## src/rtl/task_deser_pkg.sv

```systemverilog
// Shared types and helpers for the task deserializer (serial words -> parallel lane groups).
// Optional build macro used by the design: TASK_DESER_KEEP_EN.
package task_deser_pkg;

  typedef enum logic [0:0] {
    s_IDLE    = 1'b0,
    s_COLLECT = 1'b1
  } state_e;

  // Lane index width; a single lane still needs one index bit.
  function automatic int idx_width(input int lanes);
    return (lanes > 1) ? $clog2(lanes) : 1;
  endfunction

  // Lane arrays are declared per module as logic [DATA_WIDTH-1:0] name [OUTPUT_STREAMS],
  // with index 0 holding the earliest word of the group.

endpackage

```

## src/rtl/task_deser_out_stage.sv

```systemverilog
// Output holding register for assembled lane groups: loads on completion, holds under backpressure.
// Optional build macro: TASK_DESER_KEEP_EN adds the per-lane keep mask.
module task_deser_out_stage
  import task_deser_pkg::*;
#(
  parameter int DATA_WIDTH     = 8,
  parameter int OUTPUT_STREAMS = 3
) (
  input  logic                  i_clk,
  input  logic                  i_rst_n,
  input  logic                  i_load,
  input  logic [DATA_WIDTH-1:0] i_data [OUTPUT_STREAMS],
  input  logic                  i_last,
`ifdef TASK_DESER_KEEP_EN
  input  logic [OUTPUT_STREAMS-1:0] i_keep,
  output logic [OUTPUT_STREAMS-1:0] o_keep,
`endif
  input  logic                  i_ready,
  output logic                  o_valid,
  output logic                  o_last,
  output logic [DATA_WIDTH-1:0] o_data [OUTPUT_STREAMS]
);

  logic                  valid_q, valid_d;
  logic                  last_q, last_d;
  logic [DATA_WIDTH-1:0] data_q [OUTPUT_STREAMS];
  logic [DATA_WIDTH-1:0] data_d [OUTPUT_STREAMS];

  // A load only arrives when the register is empty or being consumed, so it wins over consume.
  always_comb begin
    valid_d = valid_q;
    last_d  = last_q;
    if (i_load) begin
      valid_d = 1'b1;
      last_d  = i_last;
    end else if (valid_q && i_ready) begin
      valid_d = 1'b0;
    end
  end

  always_ff @(posedge i_clk or negedge i_rst_n) begin
    if (!i_rst_n) begin
      valid_q <= 1'b0;
      last_q  <= 1'b0;
    end else begin
      valid_q <= valid_d;
      last_q  <= last_d;
    end
  end

  genvar gi;
  generate
    for (gi = 0; gi < OUTPUT_STREAMS; gi++) begin : g_data
      assign data_d[gi] = i_load ? i_data[gi] : data_q[gi];

      always_ff @(posedge i_clk or negedge i_rst_n) begin
        if (!i_rst_n) begin
          data_q[gi] <= '0;
        end else begin
          data_q[gi] <= data_d[gi];
        end
      end

      assign o_data[gi] = data_q[gi];
    end
  endgenerate

`ifdef TASK_DESER_KEEP_EN
  logic [OUTPUT_STREAMS-1:0] keep_q, keep_d;

  assign keep_d = i_load ? i_keep : keep_q;

  always_ff @(posedge i_clk or negedge i_rst_n) begin
    if (!i_rst_n) begin
      keep_q <= '0;
    end else begin
      keep_q <= keep_d;
    end
  end

  assign o_keep = keep_q;
`endif

  assign o_valid = valid_q;
  assign o_last  = last_q;

endmodule

```

## src/rtl/task_deserializer.sv

```systemverilog
// Regroups a serial valid/last word stream into OUTPUT_STREAMS-wide lane groups, zero-padding short groups.
// Optional build macro: TASK_DESER_KEEP_EN exposes o_keep, the mask of lanes written in each group.
module task_deserializer
  import task_deser_pkg::*;
#(
  parameter int DATA_WIDTH     = 8,
  parameter int OUTPUT_STREAMS = 3
) (
  input  logic                  i_clk,
  input  logic                  i_rst_n,
  input  logic [DATA_WIDTH-1:0] i_data,
  input  logic                  i_valid,
  input  logic                  i_last,
  output logic                  o_ready,
  output logic [DATA_WIDTH-1:0] o_data [OUTPUT_STREAMS],
  output logic                  o_valid,
  output logic                  o_last,
`ifdef TASK_DESER_KEEP_EN
  output logic [OUTPUT_STREAMS-1:0] o_keep,
`endif
  input  logic                  i_ready
);

  localparam int             IDX_W    = idx_width(OUTPUT_STREAMS);
  localparam logic [IDX_W-1:0] LAST_IDX = IDX_W'(OUTPUT_STREAMS - 1);

  state_e                state_q, state_d;
  logic [IDX_W-1:0]      r_idx_q, r_idx_d;
  logic [DATA_WIDTH-1:0] lanes_q  [OUTPUT_STREAMS];
  logic [DATA_WIDTH-1:0] lanes_d  [OUTPUT_STREAMS];
  logic [DATA_WIDTH-1:0] merged   [OUTPUT_STREAMS];
  logic                  accept;
  logic                  complete;

  // Input stalls whenever a group is held, even mid-group; o_ready is low during reset.
  assign o_ready  = i_rst_n && (!o_valid || i_ready);
  assign accept   = i_valid && o_ready;
  assign complete = accept && ((r_idx_q == LAST_IDX) || i_last);

  always_comb begin
    state_d = state_q;
    unique case (state_q)
      s_IDLE: begin
        if (accept && !complete) begin
          state_d = s_COLLECT;
        end
      end
      s_COLLECT: begin
        if (complete) begin
          state_d = s_IDLE;
        end
      end
      default: state_d = s_IDLE;
    endcase
  end

  always_comb begin
    r_idx_d = r_idx_q;
    if (complete) begin
      r_idx_d = '0;
    end else if (accept) begin
      r_idx_d = r_idx_q + IDX_W'(1);
    end
  end

  always_ff @(posedge i_clk or negedge i_rst_n) begin
    if (!i_rst_n) begin
      state_q <= s_IDLE;
      r_idx_q <= '0;
    end else begin
      state_q <= state_d;
      r_idx_q <= r_idx_d;
    end
  end

  genvar gi;
  generate
    for (gi = 0; gi < OUTPUT_STREAMS; gi++) begin : g_lane
      logic hit;
      assign hit = (r_idx_q == IDX_W'(gi));

      // Lanes above the write index are already zero, so the merge yields padding for free.
      assign merged[gi] = hit ? i_data : lanes_q[gi];

      always_comb begin
        lanes_d[gi] = lanes_q[gi];
        if (complete) begin
          lanes_d[gi] = '0;
        end else if (accept && hit) begin
          lanes_d[gi] = i_data;
        end
      end

      always_ff @(posedge i_clk or negedge i_rst_n) begin
        if (!i_rst_n) begin
          lanes_q[gi] <= '0;
        end else begin
          lanes_q[gi] <= lanes_d[gi];
        end
      end
    end
  endgenerate

`ifdef TASK_DESER_KEEP_EN
  logic [OUTPUT_STREAMS-1:0] keep_mask;

  // Words fill lanes in order from 0, so the completing index bounds the written lanes.
  generate
    for (gi = 0; gi < OUTPUT_STREAMS; gi++) begin : g_keep
      assign keep_mask[gi] = (IDX_W'(gi) <= r_idx_q);
    end
  endgenerate
`endif

  task_deser_out_stage #(
    .DATA_WIDTH    (DATA_WIDTH),
    .OUTPUT_STREAMS(OUTPUT_STREAMS)
  ) u_out_stage (
    .i_clk  (i_clk),
    .i_rst_n(i_rst_n),
    .i_load (complete),
    .i_data (merged),
    .i_last (i_last),
`ifdef TASK_DESER_KEEP_EN
    .i_keep (keep_mask),
    .o_keep (o_keep),
`endif
    .i_ready(i_ready),
    .o_valid(o_valid),
    .o_last (o_last),
    .o_data (o_data)
  );

endmodule

```

## config.mk

```make
export PLATFORM = sky130hd
export DESIGN_NAME = task_deserializer
export DESIGN_NICKNAME = d
export VERILOG_FILES = /design/src/rtl/task_deser_pkg.sv /design/src/rtl/task_deser_out_stage.sv /design/src/rtl/task_deserializer.sv
export SDC_FILE = /design/constraint.sdc
export NUM_CORES = 1
export LEC_CHECK = 0
export ABC_AREA = 1
export BUFFER_PORTS_ARGS = -buffer_cell sky130_fd_sc_hd__buf_4
export CORE_MARGIN = 5
export CORE_UTILIZATION = 44
export CTS_BUF_LIST = sky130_fd_sc_hd__clkbuf_4 sky130_fd_sc_hd__clkbuf_8
export DETAILED_ROUTE_END_ITERATION = 10
export PLACE_DENSITY = 0.74
export RECOVER_POWER = 50
export REMOVE_ABC_BUFFERS = 1
export SLEW_MARGIN = 20
export SYNTH_ARGS = -nofsm -noshare
export SYNTH_HDL_FRONTEND = slang
export SYNTH_HIERARCHICAL = 1
export SYNTH_SLANG_ARGS = --single-unit
```

## constraint.sdc

```tcl
create_clock -name i_clk -period 2.3 [get_ports i_clk]
set_input_delay 0.23 -clock i_clk [delete_from_list [all_inputs] [get_ports i_clk]]
set_output_delay 0.23 -clock i_clk [all_outputs]
set_load 0.02 [all_outputs]
```

* After elaboration in Yosys (flattened, before gate mapping)
Index checks and enable logic that the tools add are counted.
Widths: inputs -> output; s select.
** Word-level totals
- Word-level logic and storage cells :: 41
- Output and inout port bits :: 27
- Bits in registers :: 52
- Input port bits :: 13
** Cells by class
- Muxes and demuxes :: 13
- $add $sub $neg :: 1
- Reduce and logical (&&, ||, !) cells :: 16
- Equality and inequality tests :: 2
** Operators with widths (number)
- $mux 8 :: 9
- $reduce_bool 2->1 :: 5
- $logic_and 1x1->1 :: 7
- $mux 2 :: 2
- $add 2x1->2 const B :: 1
- $eq 2x1->1 const B :: 1
- $eq 2x2->1 const B :: 1
- $logic_not 2->1 :: 1
- $logic_or 1x1->1 :: 2
- $mux 1 :: 2
- $logic_not 1->1 :: 1

* Longest topological paths before layout
Gate-level depths: netlist of the first run.
- Word-level depth :: 7
- Gate-level depth with buffers :: 10
- Mapped depth without buffers :: 7

* By module
Netlist of the first run, hierarchy kept.
** Modules (own cells, without submodules)
- task_deserializer :: times used 1, cells an instance 186, area an instance 1361.3 sq um, sequential area each 650.6 sq um
- task_deser_out_stage :: times used 1, cells an instance 110, area an instance 1023.5 sq um, sequential area each 650.6 sq um

* Least setup slack after synthesis of the first run
OpenSTA, ideal clock, no wires.
- Path type :: register -> register
- Start :: register r_idx_q[0]
- End :: register u_out_stage.data_q (netlist bit u_out_stage/o_data[11])
- Required time :: 2.183 ns
- Slack :: 0.522 ns
- Stages on the path, launching flop included :: 11
- Period minus slack after synthesis :: 1.778 ns
- Data arrival time :: 1.661 ns
- Cell sequence :: dfrtp_1 inv_1 ha_1 nor2_2 buf_6 nor3_4 buf_6 inv_8 buf_8 nand2_1 nand2_1
** On the way
- Word-level cells in the longest chain between the ends :: 3
- Elaborated cells between the ends (all ways) :: 5
- Classes of those cells :: 2 x eq/ne; 1 x mux; 2 x reduce/logical
** RTL lines
- start, declared :: line task_deserializer.sv:28 : logic [IDX_W-1:0] r_idx_q, r_idx_d;
- start signal, assigned :: line task_deserializer.sv:72 : r_idx_q <= r_idx_d;
- $eq 2x2->1 :: line task_deserializer.sv:38 : assign complete = accept && ((r_idx_q == LAST_IDX) || i_last);
- $logic_or 1x1->1 :: line task_deserializer.sv:38
- $logic_and 1x1->1 :: line task_deserializer.sv:38
- net complete :: line task_deserializer.sv:33 : logic complete;
- end signal, assigned by index :: line task_deser_out_stage.sv:60 : data_q[gi] <= data_d[gi];
- end, declared :: line task_deser_out_stage.sv:26 : logic [DATA_WIDTH-1:0] data_q [OUTPUT_STREAMS];
The timed path passes the listed nets, and every way through them passes these cells.
A chain may end at the register's enable or synchronous reset.

* Worst setup path in the final report of the first run
- Start :: register u_out_stage.valid_q, in the netlist u_out_stage/o_valid
- End :: register lanes_q[13] (netlist bit)
** On the way
- Word-level cells in the longest chain between the ends :: 6
- Elaborated cells between the ends (all ways) :: 8
- Classes of those cells :: 1 x mux; 7 x reduce/logical
** RTL lines
- start, declared :: line task_deser_out_stage.sv:24 : logic valid_q, valid_d;
- start signal, assigned :: line task_deser_out_stage.sv:46 : valid_q <= valid_d;
- $logic_not 1->1 * :: line task_deserializer.sv:36 : assign o_ready = i_rst_n && (!o_valid || i_ready);
- $logic_or 1x1->1 * :: line task_deserializer.sv:36
- $logic_and 1x1->1 * :: line task_deserializer.sv:36
- $logic_and 1x1->1 * :: line task_deserializer.sv:37 : assign accept = i_valid && o_ready;
- $logic_and 1x1->1, on equally long branches :: line task_deserializer.sv:38, task_deserializer.sv:89
- $mux 8 / $reduce_bool 2->1 (equally long branches)
- end signal, assigned by index :: line task_deserializer.sv:98 : lanes_q[gi] <= lanes_d[gi];
- end, declared :: line task_deserializer.sv:29 : logic [DATA_WIDTH-1:0] lanes_q [OUTPUT_STREAMS];
Every way passes the cells marked *; elsewhere a longest branch is shown, timed or not.

==> run metrics, run 1 <==
vias in the first global route=1,838; Power, Total=0.002742 W; fin crit share=75.52%; FILL cells=515; final critical-path required period=roughly 1.7 ns; Die W=roughly 84 um; pre-CTS setup slack=0.5817 ns; area delta synth->final=16.47%; Synth async-reset ratio=100.0%; Initial DRC Count=roughly 170; CP Launch Type=flip-flop; first drt pass iteration count=4; Mapped Avg Cell Area=slightly above 8 um2; layout net count=about 350; root buf cell=clkbuf_8; Final GP Congestion=between 0.8 and 0.9; DRC Markers=0; yosys warns=6; CTS clock-pin slew for the worst setup and hold paths=approximately 0.09 ns; critical path required time=between 2 and 3 ns; leakage power=roughly 1.5 nW; final setup vio count=0; setup TNS=0 ns; Worst EP arrival=1.94 ns; slew margin rel.=between 10% and 20%; total wire length=5075 um; status=completed; WL/cell=12.47 um; Resized Gates After CTS=0; Rows=26; Worst VDD drop=between 0.0003 and 0.0004 V; Die Y=between 80 and 90 um; H-Tree Depth=2; CP max FO=10; Fin. Hold Viols=0; initial core utilization=a little under half; hpwl dp=between 3000 and 4000 um; count leader, synth=nand2_1; commonest cells in the netlist=nand2_1 (166), dfrtp_1 (52), nand4_1 (16); worst hold slack=between 0.1 and 0.15 ns; antenna violations before repair=0; Tot GR Track Use=between 15 and 20%; critical path endpoint category=flip-flop; Synth Instances=approximately 300; mean number of vias per cell=around 4.8; Longest Clk Path Bufs=2; die area=approximately 7000 um2; diodes inserted=0; Max Clock Freq=around 580 MHz; TritonCTS buffer count=5; smallest setup slack after layout=between 0.5 and 0.6 ns; clk_skew=0.005535 ns; PortBufs=39; DR vias=just under 2,000; flops & latches, synth=52; grt ovf=0; Clock Latency Late Sink=about 0.30 ns; CTS tree=done; Clock Sinks=52; Hold Buf Count CTS=0; Final ANT Viol Nets=0; EDFF count, synth=0; largest net degree at the start of global routing=53; RSZ-0062 raised after global routing=false; I/O pin count=40; ranking of synthesized cells by area=dfrtp_1 (55%), nand2_1 (26%), nand4_1 (4.2%); mapped cell area=2385 um2; hold crit path type=in2reg; first-pass GRT wire length=roughly 8600 um; share of layout cells above drive strength 1=14.54%; post-synth cell types=18; Top FF cell, synth=dfrtp_1; cell taking the most area after synthesis=dfrtp_1; max cap viols=0; share of the synthesized area in the top cell type=between 50% and 60%; core area=5172 um2; fin. max-slew vios=0; post-layout utilization of the core=between 50% and 60%; sequential share of the synthesized area=approximately 55%; post-CTS setup repair buffer count=0; WS Path Type=reg2reg; pwr dens=approximately 1000 nW/um2; Worst-Margin Slew=around 1.3 ns
## power breakdown
| part | total [W] | switching (W) | internal (W) |
|---|---|---|---|
| Clock | 0.000630 | 0.000295 | 0.000335 |
| Sequential | 0.00122 | 0.000110 | 0.00111 |
| Combinational | 0.000888 | 0.000591 | 0.000297 |
| Total | 0.00274 | 0.000996 | 0.00175 |
## worst max-delay path, cell delays in order (launching register included)
cell and delay [ns]:
dfrtp_1 0.40, nand2_1 0.07, nand2_1 0.10, nor2_1 0.51, nand2_1 0.35, nand2_1 0.15
nand2_1 0.06
## final timing paths
| path | from | end | slack (ns) | cells after the start |
|---|---|---|---|---|
| max | u_out_stage/o_valid | lanes_q[13] | 0.56 | 6 |
| max in group asynchronous | i_rst_n | lanes_q[23] | 1.19 | 2 |
| min in group asynchronous | i_rst_n | u_out_stage/o_last | 0.35 | 2 |
| max reg2reg | u_out_stage/o_valid | lanes_q[13] | 0.56 | 6 |
| min reg2reg | u_out_stage/o_data[21] | u_out_stage/o_data[21] | 0.48 | 2 |
| min | i_last | u_out_stage/o_last | 0.14 | 3 |
## metrics by stage
| stage | area, um2 | std cells |
|---|---|---|
| 2_1_floorplan | 2281 | 282 |
| 3_3_place_gp | 2721 | 399 |
| 3_5_place_dp | 2721 | 399 |
| 4_1_cts | 2833 | 407 |
| 5_1_grt | 2778 | 407 |
| 6_report | 2778 | 407 |
## cell usage in the layout (no fill, tap or decap)
cell type / instances
ha_1: 3
nor2_1: 9
nand3_1: 2
clkinv_2: 1
clkbuf_8: 5
buf_4: 32
inv_8: 1
inv_1: 14
clkinv_1: 2
clkbuf_4: 1
nor2_2: 1
clkbuf_2: 1
nand2_2: 5
bufinv_16: 1
o21ai_0: 10
clkbuf_1: 14
nand2_1: 166
nand4_1: 16
dfrtp_1: 52
nor3_4: 1
## sequential cells by signal (all words and copies together) (netlist names)
register             flops
lanes_q                 24
r_idx_q                  2
u_out_stage/o_data      24
u_out_stage/o_last       1
u_out_stage/o_valid      1
## routing by layer
metal	part of all wire [%]	up-vias	GRT usage, %
li1	-	988	-
met1	46	888	19.38
met2	46	55	24.58
met3	6.7	6	4.541
met4	1.3	0	4.825
met5	0	-	0
## final cells by class
type / instances / area (um2) / area share, %
Clock buffer: 6 / 76.32 / 2.748
Sequential cell: 52 / 1301 / 46.85
Clock inverter: 2 / 35.03 / 1.261
Timing Repair Buffer: 47 / 297.8 / 10.72
Multi-Input combinational cell: 213 / 908.4 / 32.70
Tap cell: 70 / 87.58 / 3.153
Inverter: 17 / 71.32 / 2.568
## logic make-up (layout without fill, tap and decap cells)
family          Yosys count  in the layout  share of synthesized area, %
fa+ha+maj                 3              3                         1.574
compound gates           10             10                         2.099
buf+inv                  31             72                         7.345
flops                    52             52                         54.56
simple gates            200            200                         34.42
Power figures use the tool's default switching activity.
==> run 2, diff against run 1 <==
--- a/config.mk
+++ b/config.mk
@@ -5,13 +5,13 @@
 export SDC_FILE = /design/constraint.sdc
 export NUM_CORES = 1
 export LEC_CHECK = 0
-export ABC_AREA = 1
+export ABC_AREA = 0
 export BUFFER_PORTS_ARGS = -buffer_cell sky130_fd_sc_hd__buf_4
 export CORE_MARGIN = 5
 export CORE_UTILIZATION = 44
 export CTS_BUF_LIST = sky130_fd_sc_hd__clkbuf_4 sky130_fd_sc_hd__clkbuf_8
 export DETAILED_ROUTE_END_ITERATION = 10
-export PLACE_DENSITY = 0.74
+export PLACE_DENSITY = 0.76
 export RECOVER_POWER = 50
 export REMOVE_ABC_BUFFERS = 1
 export SLEW_MARGIN = 20
==> constraint.sdc (replaced) <==
create_clock -name i_clk -period 1.58 [get_ports i_clk]
set_input_delay 0.158 -clock i_clk [delete_from_list [all_inputs] [get_ports i_clk]]
set_output_delay 0.158 -clock i_clk [all_outputs]
set_load 0.02 [all_outputs]
==> run 2 against run 1 <==
- the flow now finishes with violations (setup timing)
- synthesized cell count is 47% lower
- critical path type unchanged
- clock skew is 0.0033 ns higher
- clock power is 52% higher
- setup slack worse by 0.56 ns
- via count is 20% lower
- critical path depth is 1 lower
- register-to-register slack worse by 0.56 ns
- global-route usage is 1.5 points higher
- worst hold slack worse by 0.027 ns
- power is 94% higher
- routed wire length is 11% higher
- final cell count is 26% lower
==> run metrics, run 2 <==
WL/cell=18.79 um (was 12.47 um); Final GP Congestion=0.7834 (was 0.8275); slew margin rel.=55.14% (was 14.72%); Tot GR Track Use=16.64% (was 15.14%); Initial DRC Count=60 (was 169); largest net degree at the start of global routing=49 (was 53); hold path startpoint=i_data[3] (was i_last); Die Y=83.95 um (was 83.62 um); share of layout cells above drive strength 1=50.44% (was 14.54%); Final ANT Viol Nets=0 (unchanged); crit-path cells=inv_2 -> ha_4 -> clkbuf_16 -> mux2_2 -> mux2_4 (was nand2_1 -> nand2_1 -> nor2_1 -> nand2_1 -> nand2_1 -> nand2_1); Rows=27 (was 26); DR vias=1,553 (was 1,937); EDFF count, synth=0 (unchanged); TritonCTS buffer count=5 (unchanged); die area=7048 um2 (was 6992 um2); WHS Endpoint=lanes_q[19] (was u_out_stage/o_last); post-synth cell types=21 (was 18); CTS tree=done (unchanged); CP max stage cell=dfrtp_2 (was nor2_1); Reg-to-Reg Start=r_idx_q[1] (was u_out_stage/o_valid); clk_skew=0.008785 ns (was 0.005535 ns); status=finished, violations left (was completed); vias in the first global route=1,727 (was 1,838); commonest cells in the netlist=dfrtp_1 (52), mux2_2 (31), mux2_4 (19) (was nand2_1 (166), dfrtp_1 (52), nand4_1 (16)); cells on worst reg2reg path=5 (was 6); DRC Markers=0 (unchanged); mean number of vias per cell=5.177 (was 4.759); Power, Total=0.005309 W (was 0.002742 W); commonest non-fill, non-tap cell in the layout=dfrtp_1 (was nand2_1); RSZ-0062 raised after global routing=true (was false); Buf/Inv on CP=2 (was 0); area delta synth->final=31.88% (was 16.47%); count leader, synth=dfrtp_1 (was nand2_1); Worst EP arrival=1.79 ns (was 1.94 ns); I/O pin count=40 (unchanged); hpwl dp=3443 um (was 3548 um); smallest setup slack after layout=-0.001576 ns (was 0.5631 ns); final critical-path required period=1.582 ns (was 1.737 ns); commonest cells after routing, fill and taps aside=dfrtp_1 (51), buf_4 (31), mux2_4 (27) (was nand2_1 (166), dfrtp_1 (52), buf_4 (32)); Longest Clk Path Bufs=2 (unchanged); root buf cell=clkbuf_8 (unchanged); PortBufs=39 (unchanged); Hold Path Depth=2 (was 3); fin crit share=100.1% (was 75.52%); H-Tree Depth=2 (unchanged); Worst VDD drop=0.0009125 V (was 0.0003497 V); CTS clock-pin slew for the worst setup and hold paths=0.10 ns (was 0.09 ns); Clock Latency Late Sink=0.31 ns (was 0.30 ns); flop-to-flop setup slack=-0.002 ns (was 0.56 ns); critical path endpoint category=flip-flop (unchanged); hold crit path type=in2reg (unchanged); Top FF cell, synth=dfrtp_1 (unchanged); Post-Layout Cell Count=300 (was 407); flops & latches, synth=52 (unchanged); grt ovf=0 (unchanged); critical path required time=1.79 ns (was 2.51 ns); CP Launch Type=flip-flop (unchanged); sequential share of the synthesized area=54.08% (was 54.56%); antenna violations before repair=0 (unchanged); critical path's top delay family=multiplexers (was simple AND/OR/NAND/NOR gates); Synth Instances=156 (was 296); Max Clock Freq=632.3 MHz (was 575.7 MHz); total wire length=5636 um (was 5075 um); yosys warns=6 (unchanged); mapped cell area=2406 um2 (was 2385 um2); fin. max-slew vios=0 (unchanged); initial core utilization=44.51% (was 46.11%); Clock Sinks=52 (unchanged); diodes inserted=0 (unchanged); share of the synthesized area in the top cell type=54.08% (was 54.56%); pre-CTS setup slack=-0.05120 ns (was 0.5817 ns); worst hold slack=0.1115 ns (was 0.1387 ns); setup TNS=-0.001576 ns (was 0 ns); first-pass GRT wire length=9294 um (was 8611 um); max cap viols=0 (unchanged); Max stage delay on crit path=0.46 ns (was 0.51 ns); WS Path Type=reg2reg (unchanged); violated checks=setup timing; Mapped Avg Cell Area=15.42 um2 (was 8.057 um2); CP max FO=5 (was 10); Fin. Hold Viols=0 (unchanged); first drt pass iteration count=4 (unchanged); cell taking the most area after synthesis=dfrtp_1 (unchanged); final setup vio count=1 (was 0); reg2reg end=u_out_stage/o_data[12] (was lanes_q[13]); Placed Instances=281 (was 399); leakage power=1.514 nW (was 1.547 nW); Die W=83.95 um (was 83.62 um); pwr dens=1673 nW/um2 (was 987.2 nW/um2); layout net count=243 (was 352); ranking of synthesized cells by area=dfrtp_1 (54%), mux2_2 (15%), mux2_4 (12%) (was dfrtp_1 (55%), nand2_1 (26%), nand4_1 (4.2%)); Synth async-reset ratio=100.0% (unchanged); core area=5405 um2 (was 5172 um2); Worst-Margin Slew=0.6729 ns (was 1.279 ns)
## run 2: changes by cell type after synthesis, moves of 9 or more
cell / before / now
nand2_1: 166 / 2
mux2_2: 0 / 31
mux2_4: 0 / 19
a22o_1: 0 / 16
nand4_1: 16 / 0
inv_1: 14 / 3
nor2b_1: 0 / 9
## run 2: cell type report
class                           count  area (um2)
Inverter                            3       11.26
Multi-Input combinational cell     94        1096
Clock inverter                      3       46.29
Tap cell                           72       90.09
Timing Repair Buffer               71       558.0
Sequential cell                    52        1303
Fill cell                         450        2232
Clock buffer                        5       68.82
## run 2: worst max-delay path by stage
stage                     startpoint                     end  slack (ns)  cells past startpoint
after global routing      r_idx_q[1]             lanes_q[16]       -0.06                      5
after floorplan           r_idx_q[0]      u_out_stage/o_last       -1.56                      5
after detailed placement  r_idx_q[0]             lanes_q[13]       -0.05                      6
final                     r_idx_q[1]  u_out_stage/o_data[12]      -0.002                      5
after CTS                 r_idx_q[0]   u_out_stage/o_data[4]       -0.05                      8
after global placement    r_idx_q[1]             lanes_q[15]       -0.02                      5
## run 2: what timing repair did
| item | 4_1_cts | 5_1_grt |
|---|---|---|
| buffers inserted | 8 | 0 |
| cloned | 1 | 2 |
| setup endpoints to repair | 40 | 45 |
| pin swaps | 1 | 14 |
| hold buffers | 1 | 0 |
| gates resized for setup | 24 | 7 |
| endpoints found under the hold margin | 4 | 0 |
## run 2: where the power goes
part	internal, W	total, W	switching (W)	leakage, nW
Combinational	0.00129	0.00239	0.00110	0.762
Sequential	0.00172	0.00196	0.000244	0.692
Clock	0.000481	0.000956	0.000475	0.0600
Total	0.00349	0.00531	0.00182	1.51
## run 2: metrics by stage
step | utilization, % | instance area (um2)
2_1_floorplan | - | 2325
3_3_place_gp | 53.59 | 2897
3_5_place_dp | 53.59 | 2897
4_1_cts | 59.56 | 3219
5_1_grt | 58.70 | 3173
6_report | 58.70 | 3173
## run 2: kinds of logic (layout without fill, tap and decap cells)
kind of cell,count (synthesis),count (layout),synth area share (%)
adder cells (fa/ha/maj),3,3,1.560
multiplexers,50,50,26.36
AO/OA/AOI/OAI,21,21,7.800
flip-flops,52,52,54.08
AND/OR/NAND/NOR,20,20,6.345
buffers and inverters,10,82,3.848
## run 2: routing by layer
layer	vias to the layer above	routed length [um]	GRT usage, %
li1	707	-	-
met1	793	2498	22.17
met2	47	2836	27.55
met3	6	251	4.047
met4	0	49	3.655
met5	-	0	0
